## src/rtl/cache_mem_arbiter_pkg.sv

```systemverilog
// Purpose: shared types and constants for the I/D-cache to block-memory arbiter.
// Latency: n/a (declarations only).
// Backpressure: n/a (declarations only).
//
// Contents: arbiter state encoding, block address/data widths, grant-id encoding.
// The cache modules reuse the width constants and the grant ids.
package cache_mem_arbiter_pkg;

    localparam int MEM_ADDR_W      = 28;    // block address width (cache mem_addr)
    localparam int MEM_DATA_W      = 128;   // 4 x 32-bit words per block
    localparam int MEM_TIMEOUT_DEF = 1023;  // default watchdog limit, 0 disables

    typedef enum logic [1:0] {
        ST_IDLE    = 2'd0,
        ST_I_BUSY  = 2'd1,
        ST_D_BUSY  = 2'd2,
        ST_RELEASE = 2'd3
    } arb_state_t;

    typedef enum logic {
        GNT_I = 1'b0,
        GNT_D = 1'b1
    } gnt_t;

endpackage

```

## src/rtl/cache_mem_arbiter_rr_arb2.sv

```systemverilog
// Purpose: two-requester round-robin picker (I-cache vs D-cache).
// Latency: purely combinational, decision in the same cycle.
// Backpressure: none; the caller decides when the grant is consumed.
//
// Ports: i_req_i / i_req_d requests, i_last_grant previous winner,
//        o_gnt_vld any request present, o_gnt chosen master.
module rr_arb2
    import cache_mem_arbiter_pkg::*;
(
    input  logic i_req_i,
    input  logic i_req_d,
    input  gnt_t i_last_grant,
    output logic o_gnt_vld,
    output gnt_t o_gnt
);

    always_comb begin
        o_gnt_vld = i_req_i | i_req_d;
        o_gnt     = GNT_I;
        if (i_req_i && i_req_d) begin
            // On a tie, the master that did not win last time goes next.
            o_gnt = (i_last_grant == GNT_D) ? GNT_I : GNT_D;
        end else if (i_req_d) begin
            o_gnt = GNT_D;
        end
    end

endmodule

```

## src/rtl/cache_mem_arbiter.sv

```systemverilog
// Purpose: shares one 128-bit block memory port between I-cache and D-cache, one transaction at a time.
// Latency: request in IDLE at t -> strobe at t+1; memory latency + 2 cycles to re-arbitration.
// Backpressure: losing master simply keeps requesting; it is never dropped nor acknowledged early.
//
// Ports: I-cache side (i_mem_read/addr in, i_mem_rdata/ready out),
//        D-cache side (d_mem_read/write/addr/wdata in, d_mem_rdata/ready out),
//        memory side (registered mem_read/write/addr/wdata out, mem_rdata/ready in),
//        err_timeout sticky watchdog flag.
module cache_mem_arbiter
    import cache_mem_arbiter_pkg::*;
#(
    parameter int ADDR_W  = MEM_ADDR_W,
    parameter int DATA_W  = MEM_DATA_W,
    parameter int TIMEOUT = MEM_TIMEOUT_DEF
) (
    input  logic              clk,
    input  logic              proc_reset_n,
    input  logic              i_mem_read,
    input  logic [ADDR_W-1:0] i_mem_addr,
    output logic [DATA_W-1:0] i_mem_rdata,
    output logic              i_mem_ready,
    input  logic              d_mem_read,
    input  logic              d_mem_write,
    input  logic [ADDR_W-1:0] d_mem_addr,
    input  logic [DATA_W-1:0] d_mem_wdata,
    output logic [DATA_W-1:0] d_mem_rdata,
    output logic              d_mem_ready,
    output logic              mem_read,
    output logic              mem_write,
    output logic [ADDR_W-1:0] mem_addr,
    output logic [DATA_W-1:0] mem_wdata,
    input  logic [DATA_W-1:0] mem_rdata,
    input  logic              mem_ready,
    output logic              err_timeout
);

    localparam int WD_W = (TIMEOUT > 0) ? $clog2(TIMEOUT + 1) : 1;
    localparam logic [WD_W-1:0] WD_MAX  = WD_W'(TIMEOUT);
    localparam logic [WD_W-1:0] WD_LAST = WD_W'((TIMEOUT > 0) ? TIMEOUT - 1 : 0);

    arb_state_t        r_state;
    gnt_t              r_last_grant;
    logic              r_mem_read;
    logic              r_mem_write;
    logic [ADDR_W-1:0] r_mem_addr;
    logic [DATA_W-1:0] r_mem_wdata;
    logic [WD_W-1:0]   r_wdog;
    logic              r_err;

    logic w_i_req;
    logic w_d_req;
    logic w_gnt_vld;
    gnt_t w_gnt;
    logic w_busy;

    assign w_i_req = i_mem_read;
    assign w_d_req = d_mem_read | d_mem_write;
    assign w_busy  = (r_state == ST_I_BUSY) || (r_state == ST_D_BUSY);

    rr_arb2 u_rr_arb2 (
        .i_req_i      (w_i_req),
        .i_req_d      (w_d_req),
        .i_last_grant (r_last_grant),
        .o_gnt_vld    (w_gnt_vld),
        .o_gnt        (w_gnt)
    );

    always_ff @(posedge clk or negedge proc_reset_n) begin
        if (!proc_reset_n) begin
            r_state      <= ST_IDLE;
            r_last_grant <= GNT_D;          // so the I-cache wins the first tie
            r_mem_read   <= 1'b0;
            r_mem_write  <= 1'b0;
            r_mem_addr   <= '0;
            r_mem_wdata  <= '0;
        end else begin
            case (r_state)
                ST_IDLE: begin
                    if (w_gnt_vld) begin
                        if (w_gnt == GNT_I) begin
                            r_state     <= ST_I_BUSY;
                            r_mem_read  <= 1'b1;
                            r_mem_write <= 1'b0;
                            r_mem_addr  <= i_mem_addr;
                        end else begin
                            // Read+write together is illegal; the write wins.
                            r_state     <= ST_D_BUSY;
                            r_mem_read  <= ~d_mem_write;
                            r_mem_write <= d_mem_write;
                            r_mem_addr  <= d_mem_addr;
                            r_mem_wdata <= d_mem_wdata;
                        end
                    end
                end
                ST_I_BUSY, ST_D_BUSY: begin
                    if (mem_ready) begin
                        r_mem_read   <= 1'b0;
                        r_mem_write  <= 1'b0;
                        r_last_grant <= (r_state == ST_I_BUSY) ? GNT_I : GNT_D;
                        r_state      <= ST_RELEASE;
                    end
                end
                // One dead cycle swallows the cache's request still held after ready.
                ST_RELEASE: r_state <= ST_IDLE;
                default:    r_state <= ST_IDLE;
            endcase
        end
    end

    // Watchdog: counts busy cycles without an answer. The flag rises on the
    // same edge the counter reaches TIMEOUT and never aborts the transaction.
    always_ff @(posedge clk or negedge proc_reset_n) begin
        if (!proc_reset_n) begin
            r_wdog <= '0;
            r_err  <= 1'b0;
        end else if (w_busy && !mem_ready) begin
            if (r_wdog != WD_MAX) begin
                r_wdog <= r_wdog + WD_W'(1);
            end
            if ((TIMEOUT != 0) && (r_wdog == WD_LAST)) begin
                r_err <= 1'b1;
            end
        end else begin
            r_wdog <= '0;
        end
    end

    // Completion is forwarded combinationally, only to the granted master.
    assign i_mem_ready = (r_state == ST_I_BUSY) & mem_ready;
    assign d_mem_ready = (r_state == ST_D_BUSY) & mem_ready;
    assign i_mem_rdata = i_mem_ready ? mem_rdata : '0;
    assign d_mem_rdata = d_mem_ready ? mem_rdata : '0;

    assign mem_read    = r_mem_read;
    assign mem_write   = r_mem_write;
    assign mem_addr    = r_mem_addr;
    assign mem_wdata   = r_mem_wdata;
    assign err_timeout = r_err;

endmodule
```

## config.mk

```make
export PLATFORM = sky130hd
export DESIGN_NAME = cache_mem_arbiter
export DESIGN_NICKNAME = d
export VERILOG_FILES = /design/src/rtl/cache_mem_arbiter_pkg.sv /design/src/rtl/cache_mem_arbiter_rr_arb2.sv /design/src/rtl/cache_mem_arbiter.sv
export SDC_FILE = /design/constraint.sdc
export NUM_CORES = 1
export LEC_CHECK = 0
export ABC_AREA = 1
export BUFFER_PORTS_ARGS = -buffer_cell sky130_fd_sc_hd__buf_4
export CAP_MARGIN = 20
export CORE_AREA = 2 2 289 291
export CTS_BUF_LIST = sky130_fd_sc_hd__clkbuf_16
export CTS_CLUSTER_SIZE = 30
export DETAILED_ROUTE_END_ITERATION = 8
export DIE_AREA = 0 0 291 293
export REMOVE_ABC_BUFFERS = 1
export SYNTH_ARGS = -nofsm -noshare
export SYNTH_HDL_FRONTEND = slang
export SYNTH_SLANG_ARGS = --single-unit
```

## constraint.sdc

```tcl
create_clock -name clk -period 3.4 [get_ports clk]
set_input_delay 0.34 -clock clk [delete_from_list [all_inputs] [get_ports clk]]
set_output_delay 0.34 -clock clk [all_outputs]
set_load 0.02 [all_outputs]
```

==> results by group <==
Die
  • Initial core utilization: 0.1076
  • Die ar.: 0.08526 sq mm
  • Core area: 0.08185 sq mm
  • Die Y-Extent: 293 um
  • Boundary Pins: 735
  • Die width: 291 um
  • Row cnt: 105

Critical path
  • Critical path class: reg -> out
  • Critical Path Most Common Cell: buf_4
  • CP Launch Type: register
  • Slowest stage delay, CP: 400 ps
  • Slowest cell on the critical path: dfrtp_1
  • Worst Path Max Fanout: 55
  • Critical path endpoint category: primary output
  • Worst EP arrival: 2460 ps
  • Worst path required time: 3060 ps
  • Critical Path, Cell by Cell: inv_1, ha_1, nand2_4, buf_4, nor2_1, buf_4

Route
  • 1st-iter DRT viols: 480
  • DRC errors left: 0
  • Wirelength per Cell: 18.19 um
  • DR vias/cell: 3.420
  • Post-route ant nets: 0
  • Vias: 10417
  • DRT Pass-1 Iters: 5
  • Final Routed Wirelength: 55400 um

Yosys
  • Top area cells in the synthesized netlist: dfrtp_1 49%, nand2_1 22%, nor2_1 12%, inv_1 7.5%, o211ai_1 2.4%
  • Mapped Area: 0.008803 sq mm
  • Seq cells post-synth: 172
  • Library cells used by synthesis: 25
  • Mux cell area share after synthesis: 0
  • Avg Inst Size Synth: 6.976 sq um
  • Ys Warns: 0
  • Syn Inst Count: 1262
  • Register area share after synthesis: 0.4891
  • Simple-gate portion of the synthesized area: 0.3442
  • Cell accounting for the most synthesized area: dfrtp_1
  • Yosys top cell area share: 0.4861
  • Combinational family with the most area after synthesis: simple AND/OR/NAND/NOR gates
  • Synth Area in Adders: 0.007106
  • Synth Area in Compound Gates: 0.03269
  • XOR/XNOR share of the synthesized area: 0.0009949

GRT
  • Initial antenna violation count: 21
  • Vias in the first global route: 10013
  • Total gr overflow: 0
  • All-Layer GR Usage: 0.1258
  • First-pass GRT wire length: 75470 um
  • Largest net degree at the start of global routing: 130

Power and ir drop
  • Seq pwr share: 0.284
  • Pleak: 0.009308 uW
  • Clock group share of total power: 0.161
  • Psw: 5791 uW
  • Pwr Density: 782.9 mW/mm^2
  • Combinational Power Share: 0.555
  • Cell Int Power: 6746 uW
  • Sw Share: 0.4619
  • Maximum VDD drop: 0.5518 mV

Clock network
  • TritonCTS clock tree: done
  • Skew-Pair Late Insertion Delay: 460 ps
  • CTS sink count: 172
  • Clock Tree Root: clkbuf_16
  • CTS H-tree lvls: 4
  • PostCTS Resize Cnt: 0
  • Cts bufs inserted: 17
  • CTS max path bufs: 2
  • Worst-path clk slew: 80 ps

Layout
  • Post-route non-filler standard cell count: 3046
  • Commonest non-fill, non-tap cell in the layout: buf_4
  • Commonest cells after routing, fill and taps aside: 740 x buf_4, 504 x nand2_1, 270 x nor2_1
  • Fin nets: 2285
  • Layout cells sized above 1: 0.3982
  • Area grow syn2layout: 81.89%
  • Fill cell count: 9222

STA
  • RSZ-0062 raised after global routing: no
  • Fin crit share: 0.8241
  • Setup violations, final: 0
  • Final Hold Vio Count: 0
  • Min Hold Slack: 63.41 ps
  • Slew HR: 0.4798
  • Slew Limit Fails: 0
  • Clock Skew: 10.18 ps
  • Tmin final: 2802 ps
  • Slew @ Worst Pin: 780.4 ps
  • Max Clk Rate: 356.9 MHz

Placement
  • Routability cong.: 0.8800
  • Port bufs: 734
  • Post-DP HPWL: 47140 um
  • Dpl cells: 3012

Run status
  • Outcome: complete, no violations

Run
  • # Max-Cap Violations: 0

Hold path
  • Worst min-delay path class: in -> reg
## Yosys cell counts, drive strengths merged
master  number
a21oi        3
a31oi        1
buf         60
clkbuf       7
dfrtp      171
dfstp        1
ha           5
inv        180
nand2      507
nand3       13
nand4        3
nor2       272
nor3         1
o211ai      28
o21ai        6
o21bai       3
xnor2        1
## critical path: cells and delay by family, from the launching register on
family	cells	cell delay [ps]
flops	1	400
simple gates	2	670
fa+ha+maj	1	200
buf+inv	3	680
## final cells by class
type,instances,area [sq um],area share
sequential,172,4305,0.2689
clock inverter,14,158.9,0.009923
tap,1070,1339,0.08361
inverter,180,678.2,0.04235
clock buffer,17,425.4,0.02657
multi-input combinational,843,3405,0.2126
antenna,2,5.005,0.0003125
timing repair buffer,748,5697,0.3558
## power groups by stage
stage | clock [uW] | sequential [uW] | combinational [uW]
2_1_floorplan | 0 | 4630 | 2480
3_3_place_gp | 0 | 3560 | 7030
3_5_place_dp | 0 | 3570 | 7090
4_1_cts | 2100 | 3570 | 7080
5_1_grt | 2170 | 3690 | 7560
6_report | 2020 | 3560 | 6950
## worst paths after layout
| path | from | to | slack [ps] | depth (start not counted) |
|---|---|---|---|---|
| hold reg to reg | mem_wdata[97]$_DFFE_PN0P_ | mem_wdata[97]$_DFFE_PN0P_ | 470 | 2 |
| min in group asynchronous | proc_reset_n | mem_wdata[65]$_DFFE_PN0P_ | 440 | 2 |
| setup reg to reg | r_state[0]$_DFFE_PN0P_ | mem_wdata[123]$_DFFE_PN0P_ | 1320 | 8 |
| setup / recovery | r_state[1]$_DFFE_PN0P_ | i_mem_rdata[67] | 600 | 6 |
| max in group asynchronous | proc_reset_n | r_last_grant$_DFFE_PN1P_ | 2180 | 3 |
| hold / removal | d_mem_wdata[52] | mem_wdata[52]$_DFFE_PN0P_ | 60 | 3 |
## what timing repair did
| item | in CTS | in global routing |
|---|---|---|
| hold buffers | 1 | 0 |
| hold endpoints to repair | 61 | 0 |
| buffers inserted | 0 | 0 |
| endpoints found under the setup margin | 0 | 0 |
## per-stage QoR
step	setup TNS, ps	power, uW	cell area (sq um)	setup WS, ps	utilization
after detailed placement	0	10660	15410	1058	0.1883
after CTS	0	12750	16010	518.6	0.1956
after global placement	0	10590	15410	1036	0.1883
after floorplan	-67000	7110	8371	-596.6	-
final	0	12540	16010	597.9	0.1956
after global routing	0	13420	16010	428.4	0.1956
## sequential cells by signal (all words and copies together), names as in the netlist
signal        flops
mem_write         1
r_last_grant      1
err_timeout       1
r_state           2
mem_addr         28
mem_wdata       128
mem_read          1
r_wdog           10
## cell families after synthesis
kind of cell	Yosys count
fa+ha+maj	5
buf+inv	247
flops	172
compound gates	41
simple gates	796
xor+xnor	1
## layer usage
layer / part of all wire / vias to the layer above / track usage / wire length, um
met5: 0.0019 / - / 0 / 105
met1: 0.37 / 4798 / 0.1365 / 20690
met3: 0.098 / 58 / 0.05507 / 5441
met4: 0.014 / 18 / 0.03020 / 760
li1: - / 5073 / - / -
met2: 0.51 / 470 / 0.2239 / 28400
Power figures use the tool's default switching activity.
